[src/rtl/led_sequencer_pkg.sv]
// Shared encodings for the LED pattern sequencer: mode select values,
// FSM state codes and the pattern loaded at reset.
package led_sequencer_pkg;

  localparam logic [1:0] MODE_LEFT     = 2'b00;
  localparam logic [1:0] MODE_RIGHT    = 2'b01;
  localparam logic [1:0] MODE_PINGPONG = 2'b10;
  localparam logic [1:0] MODE_FLASH    = 2'b11;

  typedef enum logic [1:0] {
    S_LEFT      = 2'b00,
    S_RIGHT     = 2'b01,
    S_FLASH_OFF = 2'b10,
    S_FLASH_ON  = 2'b11
  } state_t;

  // Wide enough for the largest legal pattern; sliced to NB_LEDS by the user.
  localparam logic [15:0] RESET_PATTERN = 16'h0001;

endpackage

[src/rtl/led_sequencer.sv]
// Steps an NB_LEDS-wide LED pattern on each accepted tick, in rotate-left,
// rotate-right, ping-pong or flash mode. All outputs are registered.
module led_sequencer
  import led_sequencer_pkg::*;
#(
  parameter int NB_LEDS = 4
) (
  input  logic               clock,
  input  logic               i_reset,
  input  logic               i_tick,
  input  logic               i_run,
  input  logic [1:0]         i_mode,
  output logic [NB_LEDS-1:0] o_led,
  output logic               o_dir,
  output logic               o_wrap
);

  localparam logic [NB_LEDS-1:0] LSB_HOT  = RESET_PATTERN[NB_LEDS-1:0];
  localparam logic [NB_LEDS-1:0] MSB_HOT  = {1'b1, {(NB_LEDS-1){1'b0}}};
  localparam logic [NB_LEDS-1:0] ALL_ON   = {NB_LEDS{1'b1}};
  localparam logic [NB_LEDS-1:0] ALL_OFF  = {NB_LEDS{1'b0}};

  state_t             state, state_nxt;
  logic [NB_LEDS-1:0] led_nxt;
  logic               dir_nxt;
  logic               wrap_nxt;
  logic               in_flash;
  logic [NB_LEDS-1:0] rot_left;
  logic [NB_LEDS-1:0] rot_right;

  assign in_flash  = (state == S_FLASH_OFF) || (state == S_FLASH_ON);
  assign rot_left  = {o_led[NB_LEDS-2:0], o_led[NB_LEDS-1]};
  assign rot_right = {o_led[0], o_led[NB_LEDS-1:1]};

  always_comb begin
    state_nxt = state;
    led_nxt   = o_led;
    dir_nxt   = o_dir;
    wrap_nxt  = 1'b0;
    if (i_tick && i_run) begin
      unique case (i_mode)
        MODE_LEFT: begin
          state_nxt = S_LEFT;
          dir_nxt   = 1'b0;
          if (in_flash) begin
            led_nxt = LSB_HOT;
          end else begin
            led_nxt  = rot_left;
            wrap_nxt = o_led[NB_LEDS-1];
          end
        end
        MODE_RIGHT: begin
          state_nxt = S_RIGHT;
          dir_nxt   = 1'b1;
          if (in_flash) begin
            led_nxt = MSB_HOT;
          end else begin
            led_nxt  = rot_right;
            wrap_nxt = o_led[0];
          end
        end
        MODE_PINGPONG: begin
          // Bounce at the ends without dwelling: reversal and move share one step.
          if (in_flash) begin
            state_nxt = S_LEFT;
            led_nxt   = LSB_HOT;
            dir_nxt   = 1'b0;
          end else if (state == S_LEFT) begin
            if (o_led[NB_LEDS-1]) begin
              state_nxt = S_RIGHT;
              led_nxt   = o_led >> 1;
              dir_nxt   = 1'b1;
              wrap_nxt  = 1'b1;
            end else begin
              led_nxt = o_led << 1;
              dir_nxt = 1'b0;
            end
          end else begin
            if (o_led[0]) begin
              state_nxt = S_LEFT;
              led_nxt   = o_led << 1;
              dir_nxt   = 1'b0;
              wrap_nxt  = 1'b1;
            end else begin
              led_nxt = o_led >> 1;
              dir_nxt = 1'b1;
            end
          end
        end
        MODE_FLASH: begin
          if (state == S_FLASH_OFF) begin
            state_nxt = S_FLASH_ON;
            led_nxt   = ALL_ON;
            wrap_nxt  = 1'b1;
          end else if (state == S_FLASH_ON) begin
            state_nxt = S_FLASH_OFF;
            led_nxt   = ALL_OFF;
          end else begin
            state_nxt = S_FLASH_ON;
            led_nxt   = ALL_ON;
          end
        end
      endcase
    end
  end

  always_ff @(posedge clock) begin
    if (i_reset) begin
      state  <= S_LEFT;
      o_led  <= LSB_HOT;
      o_dir  <= 1'b0;
      o_wrap <= 1'b0;
    end else begin
      state  <= state_nxt;
      o_led  <= led_nxt;
      o_dir  <= dir_nxt;
      o_wrap <= wrap_nxt;
    end
  end

endmodule

[config.mk]
export PLATFORM = sky130hd
export DESIGN_NAME = led_sequencer
export DESIGN_NICKNAME = d
export VERILOG_FILES = /design/src/rtl/led_sequencer_pkg.sv /design/src/rtl/led_sequencer.sv
export SDC_FILE = /design/constraint.sdc
export NUM_CORES = 1
export LEC_CHECK = 0
export ABC_AREA = 1
export CAP_MARGIN = 15
export CORE_MARGIN = 2
export CORE_UTILIZATION = 50
export CTS_CLUSTER_DIAMETER = 120
export DETAILED_ROUTE_END_ITERATION = 12
export DONT_BUFFER_PORTS = 1
export GPL_TIMING_DRIVEN = 1
export PLACE_DENSITY = 0.65
export SLEW_MARGIN = 5
export SYNTH_ARGS = -nofsm -noshare
export SYNTH_HDL_FRONTEND = slang
export SYNTH_SLANG_ARGS = --single-unit
export TNS_END_PERCENT = 50
[constraint.sdc]
create_clock -name clock -period 2.1 [get_ports clock]
set_clock_uncertainty 0.05 [all_clocks]
set_input_delay 0.42 -clock clock [delete_from_list [all_inputs] [get_ports clock]]
set_output_delay 0.42 -clock clock [all_outputs]
set_load 0.01 [all_outputs]
After elaboration in Yosys (flattened, before gate mapping)
Index checks and enable logic that the tools add are counted.
- flip-flop bits (word level): 8
- output and inout bits: 6
- word-level logic and storage cells: 48
- equal/unequal tests: 7
- mux-type cells: 28
- bitwise logic cells: 1
- reduce and logical (&&, ||, !) cells: 8
- operator list (cell ; count):
    $mux W4 ; 8
    $pmux W4 S4 ; 1
    $mux W1 ; 12
    $eq A2 B2 Y1 const B ; 4
    $mux W2 ; 4
    $ne A4 B4 Y1 const B ; 2
    $pmux W2 S4 ; 1
    $logic_not A2 Y1 ; 2
    $pmux W1 S4 ; 1
    $pmux W1 S3 ; 1
    $reduce_and A3 Y1 ; 1
    $reduce_bool A3 Y1 ; 1
    $eq A2 B1 Y1 const B ; 1
    $reduce_and A2 Y1 ; 1
    $reduce_or A2 Y1 ; 1
    $logic_and A1 B1 Y1 ; 1
    $logic_or A1 B1 Y1 ; 1
    $not A1 Y1 ; 1

Longest topological paths before layout
Gate-level depths: netlist of run 1.
- depth after elaboration: 4
- gate-level depth with buffers: 9

Worst setup path after synthesis of run 1
OpenSTA, ideal clock, no wires.
- path kind: input-to-reg
- start: input port i_mode[0]
- end: register o_led[0]
- library setup time: 0.115 ns
- data arrival time: 1.140 ns
- required time: 1.935 ns
- slack: 0.795 ns
- stages: 8
- cell sequence: inv_1 -> ha_1 -> inv_1 -> nand2_2 -> a31oi_1 -> nand2_1 -> nand2_1 -> nand2_1
- cells in the longest elaborated chain, start to end: 2
- elaborated cells between the ends (all ways): 5
- ends and longest elaborated chain (what ; RTL line ; source):
    from (decl) ; led_sequencer.sv:12 ; input logic [1:0] i_mode,
    $eq A2 B2 Y1 (tied with other cells) ; led_sequencer.sv:41 ; unique case (i_mode)
    $pmux W4 S4 (*) ; led_sequencer.sv:41 ;
    to (signal assigned) ; led_sequencer.sv:115 ; o_led <= led_nxt;
    to (decl) ; led_sequencer.sv:13 ; output logic [NB_LEDS-1:0] o_led,
Every way passes the cells marked *; elsewhere a longest branch is shown, timed or not.
A chain may end at the register's enable or synchronous reset.

Worst setup path in the final report of run 1
- start: register o_led[0]
- end: register o_led[2]
- cells in the longest elaborated chain, start to end: 4
- ends and longest elaborated chain (what ; RTL line ; source):
    $mux W4 ; led_sequencer.sv:79 ; if (o_led[0]) begin
    $mux W4 ; led_sequencer.sv:68 ; end else if (state == S_LEFT) begin
    $mux W4 ; led_sequencer.sv:64 ; if (in_flash) begin
    $pmux W4 S4 ; led_sequencer.sv:41 ;
No other way between the ends.

==> results.sh, run 1 <==
export IMPL_antennaDiodeCount=0
export IMPL_clock_fmax_mhz=769
export IMPL_post_cts_resized=0
export IMPL_die_area_um2=1620
export IMPL_setup_viol=0
export IMPL_end_kind="register"
export IMPL_place_ws_ns=0.672
export IMPL_grt_pass1_wl_um=2300
export IMPL_fin_crit_sh_pct=61.9
export IMPL_synth_seq_cells=8
export IMPL_io_buffers=0
export IMPL_path_class="reg2reg"
export IMPL_slowest_delay_ns=0.54
export IMPL_grt_use_total_pct=21.9
export IMPL_register_area_um2=160
export IMPL_ff2ff_path_depth=9
export IMPL_cp_arrival_ns=1.39
export IMPL_root_buffer="clkbuf_4"
export IMPL_grt_max_degree=11
export IMPL_yosysWarnings=0
export IMPL_synth_largest_area_cell="dfxtp_1"
export IMPL_initial_core_util_pct=51.9
export IMPL_maxCapViolations=0
export IMPL_synth_cell_type_count=19
export IMPL_drt_initial_drc_count=24
export IMPL_cts_hold_buffers=0
export IMPL_syn_inst=105
export IMPL_grt_overflow=0
export IMPL_htreeDepth=1
export IMPL_required_ns=2.19
export IMPL_fillers=129
export IMPL_dp_hpwl_um=1100
export IMPL_layout_drive_gt1_share_pct=15.7
export IMPL_die_y_um=40.3
export IMPL_core_region_area_um2=1270
export IMPL_timing_final_ws_setup_ns=0.800
export IMPL_synthTopCellsByArea="dfxtp_1 24%, nand2_1 19%, ha_1 9.5%, a21oi_1 8.4%, inv_1 5.7%"
export IMPL_cts_num_sinks=8
export IMPL_holdWs_ns=0.165
export IMPL_status="finished, final reports clean"
export IMPL_routed_wl_um=1460
export IMPL_firstDrtPassIters=4
export IMPL_period_minus_slack_ns=1.30
export IMPL_cts_buffer_depth=2
export IMPL_cts_buffers=3
export IMPL_clock_latency_ns=0.26
export IMPL_mappedNetlistArea_um2=658
export IMPL_path_buf_inv=1
export IMPL_viasPerCell=5.37
export IMPL_path_depth=9
export IMPL_finalNetCount=121
export IMPL_crit_fanout=8
export IMPL_cpLargestDelayFamily="flip-flops"
export IMPL_synth_top_area_share_pct=24.3
export IMPL_antenna_found_initial=0
export IMPL_slew_headroom_pct=72.4
export IMPL_syn_nets=116
export IMPL_synth_seq_area_share_pct=24.3
export IMPL_worstMarginPinSlew_ns=0.414
export IMPL_critPathSlowestCell="dfxtp_1"
export IMPL_multiInputGateArea_um2=447
export IMPL_final_cells=123
export IMPL_finalHoldViolCount=0
export IMPL_leakage_uw=0.000341
export IMPL_hp_class="in2reg"
export IMPL_routabilityCongestion=0.886
export IMPL_postCtsSetupBuffers=0
export IMPL_postRouteAntennaNets=0
export IMPL_drc=0
export IMPL_io_pins=12
export IMPL_syn2layout_area_growth_pct=6.27
export IMPL_whs_path_depth=1
export IMPL_cp_cell_sequence="inv_1 > nand2_1 > nand2_1 > nand2_1 > nand2_1 > nand2_1 > nand2_1 > nand2_1 > a21oi_1"
export IMPL_cts_tree="done"
export IMPL_start_kind="register"
export IMPL_ff2ff_setup_slack_ns=0.80
export IMPL_tns_ns=0
export IMPL_powerDensity_nw_per_um2=567
export IMPL_dpl_cell_count=120
export IMPL_num_vias=661
export IMPL_fp_row_count=13
export IMPL_wl_per_cell_um=11.8
export IMPL_ir_drop_mv=0.318
export IMPL_die_w_um=40.3
export IMPL_rsz0062_at_grt="false"
export IMPL_finalMaxSlewViolations=0
export IMPL_grt_pass1_vias=537
export IMPL_clkTransAtPathRegs_ns=0.06
export IMPL_avgSynthCellArea_um2=6.27
export IMPL_path_common_cell="nand2_1"
-- path summary, 6_finish.rpt --
path                            endpoint     start
worst max-delay path            o_led[2]  o_led[0]
worst min-delay path            o_led[1]   i_reset
worst max register to register  o_led[2]  o_led[0]
worst min register to register  o_led[2]  o_led[2]
-- worst reg2reg max path: stages, from the launching register on --
cell and delay [ns]:
dfxtp_1 0.54, inv_1 0.14, nand2_1 0.08, nand2_1 0.05, nand2_1 0.05, nand2_1 0.06
nand2_1 0.06, nand2_1 0.05, nand2_1 0.05, a21oi_1 0.05
-- cells in the mapped netlist --
master,number
a21oi_1,11
a21oi_2,1
a31oi_1,3
dfxtp_1,8
ha_1,5
inv_1,10
inv_2,2
inv_4,1
nand2_1,34
nand2_2,6
nand3_1,6
nand3_2,1
nand3_4,1
nand4_1,1
nor2_1,6
nor2_2,1
o21ai_0,5
o21ai_1,2
o21ai_2,1
-- cell families (layout without fill, tap and decap cells) --
logic type                 Yosys count  after routing  synth area share [%]
DFF                                  8              8                  24.3
adders and majority gates            5              5                  9.51
AOI/OAI and AO/OA                   23             23                  19.2
and+or+nand+nor                     56             56                  39.2
buffers and inverters               13             16                  7.80
-- registers in the layout, summed over array words and instances, names as in the netlist --
signal,cells
o_dir,1
o_led,4
o_wrap,1
state,2
-- report_power, final --
group / leakage [uW] / internal (uW) / total [uW] / switching, uW
Sequential: 0.0000656 / 161 / 181 / 19.6
Clock: 0.0000138 / 65.4 / 119 / 53.1
Combinational: 0.000261 / 35.4 / 97.1 / 61.7
Total: 0.000341 / 262 / 396 / 134
-- final cells by class --
type	count	area share [%]
clock buffer	3	3.22
inverter	13	7.33
multi-input combinational	84	63.9
sequential	8	22.9
tap	15	2.68
-- layout by cell type, fill, tap and decap left out, drive strengths merged --
cell type	Yosys	routed
clkbuf	0	3
ha	5	5
dfxtp	8	8
nand2	40	40
a31oi	3	3
a21oi	12	12
o21ai	8	8
nand3	8	8
nor2	7	7
inv	13	13
nand4	1	1
-- layer usage --
layer | vias to the layer above | wire length [um] | share of wire (%) | track usage, %
met5 | - | 0 | 0 | 0
met4 | 0 | 0 | 0 | 2.50
met3 | 0 | 118 | 8.1 | 10.6
met2 | 22 | 640 | 44 | 32.7
met1 | 286 | 697 | 48 | 29.2
li1 | 353 | - | - | -
-- metrics by stage --
step | util, % | power (uW) | instance area (um2)
floorplan | - | 260 | 658
global placement | 53.4 | 281 | 677
detailed placement | 53.4 | 280 | 677
CTS | 55.1 | 403 | 699
global route | 55.1 | 423 | 699
finish | 55.1 | 396 | 699
No activity file was read; power rests on OpenSTA's default activity.
==> run 2: changes to the inputs <==
ABC_AREA = 0   (was 1)
clock period = 1.2 ns   (was 2.1 ns; I/O delays follow)
==> results.sh, run 2 <==
export IMPL_rsz0062_at_grt="true"
export IMPL_hp_class="in2reg"
export IMPL_syn_nets=96
export IMPL_ff2ff_setup_slack_ns=-0.12
export IMPL_grt_max_degree=10
export IMPL_dp_hpwl_um=1350
export IMPL_holdCritStartpoint="i_reset"
export IMPL_synth_seq_cells=8
export IMPL_cts_buffer_depth=2
export IMPL_grt_pass1_wl_um=2930
export IMPL_clock_fmax_mhz=757
export IMPL_final_cell_mix="20 x buf_4, 15 x a21oi_1, 6 x buf_6"
export IMPL_clock_latency_ns=0.26
export IMPL_ff2ff_path_depth=5
export IMPL_synth_top_cells_by_count="20 x a21oi_1, 8 x dfxtp_1, 5 x ha_1, 5 x nand2b_1"
export IMPL_fin_crit_sh_pct=110
export IMPL_syn2layout_area_growth_pct=52.1
export IMPL_dpl_cell_count=115
export IMPL_failed_checks="setup timing"
export IMPL_finalMaxSlewViolations=0
export IMPL_reg2reg_from="state[1]"
export IMPL_die_area_um2=1660
export IMPL_syn_inst=85
export IMPL_avgSynthCellArea_um2=7.96
export IMPL_grt_use_total_pct=27.8
export IMPL_die_w_um=40.8
export IMPL_required_ns=1.32
export IMPL_layout_commonest_cell="buf_4"
export IMPL_clkTransAtPathRegs_ns=0.06
export IMPL_synth_cell_type_count=32
export IMPL_slew_headroom_pct=75.9
export IMPL_grt_overflow=0
export IMPL_whs_path_depth=1
export IMPL_timing_final_ws_setup_ns=-0.120
export IMPL_fillers=75
export IMPL_final_cells=124
export IMPL_core_region_area_um2=1280
export IMPL_antennaDiodeCount=0
export IMPL_cpLargestDelayFamily="simple AND/OR/NAND/NOR gates"
export IMPL_reg_top3="o_led (4), state (2)"
export IMPL_cp_arrival_ns=1.44
export IMPL_viasPerCell=6.07
export IMPL_firstDrtPassIters=4
export IMPL_power_total_uw=802
export IMPL_ys_async_sr_fraction_pct=0
export IMPL_wl_per_cell_um=18.0
export IMPL_cp_cell_sequence="buf_6 > nor2b_1 > a221oi_2 > nor3_2 > nor3_1"
export IMPL_path_class="reg2reg"
export IMPL_die_y_um=40.8
export IMPL_max_flop_register="o_led"
export IMPL_leakage_uw=0.000414
export IMPL_routabilityCongestion=0.925
export IMPL_io_buffers=0
export IMPL_synth_top_area_share_pct=23.7
export IMPL_r2r_end="o_led[3]"
export IMPL_synth_seq_area_share_pct=23.7
export IMPL_yosysWarnings=0
export IMPL_crit_fanout=7
export IMPL_io_pins=12
export IMPL_antenna_found_initial=0
export IMPL_root_buffer="clkbuf_4"
export IMPL_start_kind="register"
export IMPL_synthTopCellsByArea="dfxtp_1 24%, a21oi_1 15%, ha_1 9.2%, nand2b_1 4.6%, buf_6 3.3%"
export IMPL_end_kind="register"
export IMPL_cts_tree="done"
export IMPL_synth_edf_count=0
export IMPL_period_minus_slack_ns=1.32
export IMPL_status="finished, violations left"
export IMPL_drc=0
export IMPL_finalNetCount=122
export IMPL_slowest_delay_ns=0.38
export IMPL_drt_initial_drc_count=40
export IMPL_tns_ns=-0.438
export IMPL_maxCapViolations=0
export IMPL_powerDensity_nw_per_um2=779
export IMPL_largest_reg_flops=4
export IMPL_htreeDepth=1
export IMPL_ys_flop_type="dfxtp_1"
export IMPL_cts_buffers=3
export IMPL_finalHoldViolCount=0
export IMPL_synth_most_common_cell="a21oi_1"
export IMPL_setup_viol=7
export IMPL_synth_largest_area_cell="dfxtp_1"
export IMPL_worstMarginPinSlew_ns=0.361
export IMPL_mappedNetlistArea_um2=677
export IMPL_cts_num_sinks=8
export IMPL_critPathSlowestCell="dfxtp_4"
export IMPL_initial_core_util_pct=52.7
export IMPL_path_buf_inv=1
export IMPL_num_vias=753
export IMPL_min_to="o_led[2]"
export IMPL_grt_pass1_vias=604
export IMPL_fp_row_count=13
export IMPL_ir_drop_mv=0.642
export IMPL_layout_drive_gt1_share_pct=49.5
export IMPL_postRouteAntennaNets=0
export IMPL_routed_wl_um=2240
==> run 2: timing repair <==
action | 4_1_cts | 5_1_grt
pin swaps | 5 | 8
hold buffers | 1 | 1
hold endpoints to repair | 3 | 1
gates resized for setup | 17 | 16
setup endpoints to repair | 8 | 7
buffers inserted | 1 | 3
==> run 2: layer usage <==
layer / global-route usage (%) / vias up / part of all wire (%)
li1: - / 368 / -
met1: 39.3 / 346 / 42
met2: 41.0 / 30 / 47
met3: 5.43 / 9 / 7.5
met4: 10.0 / 0 / 2.9
met5: 0 / - / 0
==> run 2: power breakdown <==
part           total, uW  switching, uW  internal, uW  leakage (uW)
sequential           301           24.3           277     0.0000677
clock                216            101           115     0.0000138
combinational        284            137           148      0.000333
total                802            262           540      0.000414
==> run 2: layout make-up <==
class,count,area (um2),share of cell area (%)
multi-input combinational,65,557,54.1
timing repair buffer,28,238,23.1
sequential,8,175,17.0
clock buffer,3,22.5,2.19
inverter,5,18.8,1.82
tap,15,18.8,1.82
==> run 2: kinds of logic after synthesis <==
family	share of synthesized area (%)
simple gates	18.7
mux	5.18
buf+inv	9.42
flops	23.7
compound gates	33.8
fa+ha+maj	9.24
==> run 2: through the flow <==
stage	area, um2	utilization [%]	hold WS, ns	setup slack [ns]
after floorplan	693	-	0.387	-0.155
after global placement	820	63.8	0.263	-0.172
after detailed placement	820	63.8	0.264	-0.209
after CTS	920	71.6	0.00426	-0.120
after global routing	1030	80.1	0.00275	-0.191
final	1030	80.1	0.00335	-0.120
==> run 2: worst max-delay path by stage <==
stage / start / endpoint / slack [ns] / depth (start not counted)
2_1_floorplan: o_led[3] / o_led[1] / -0.15 / 5
3_3_place_gp: i_mode[0] / o_led[1] / -0.17 / 6
3_5_place_dp: state[0] / o_led[0] / -0.21 / 4
4_1_cts: o_led[3] / o_led[1] / -0.12 / 4
5_1_grt: o_led[0] / o_led[3] / -0.19 / 5
6_report: state[1] / o_led[3] / -0.12 / 5
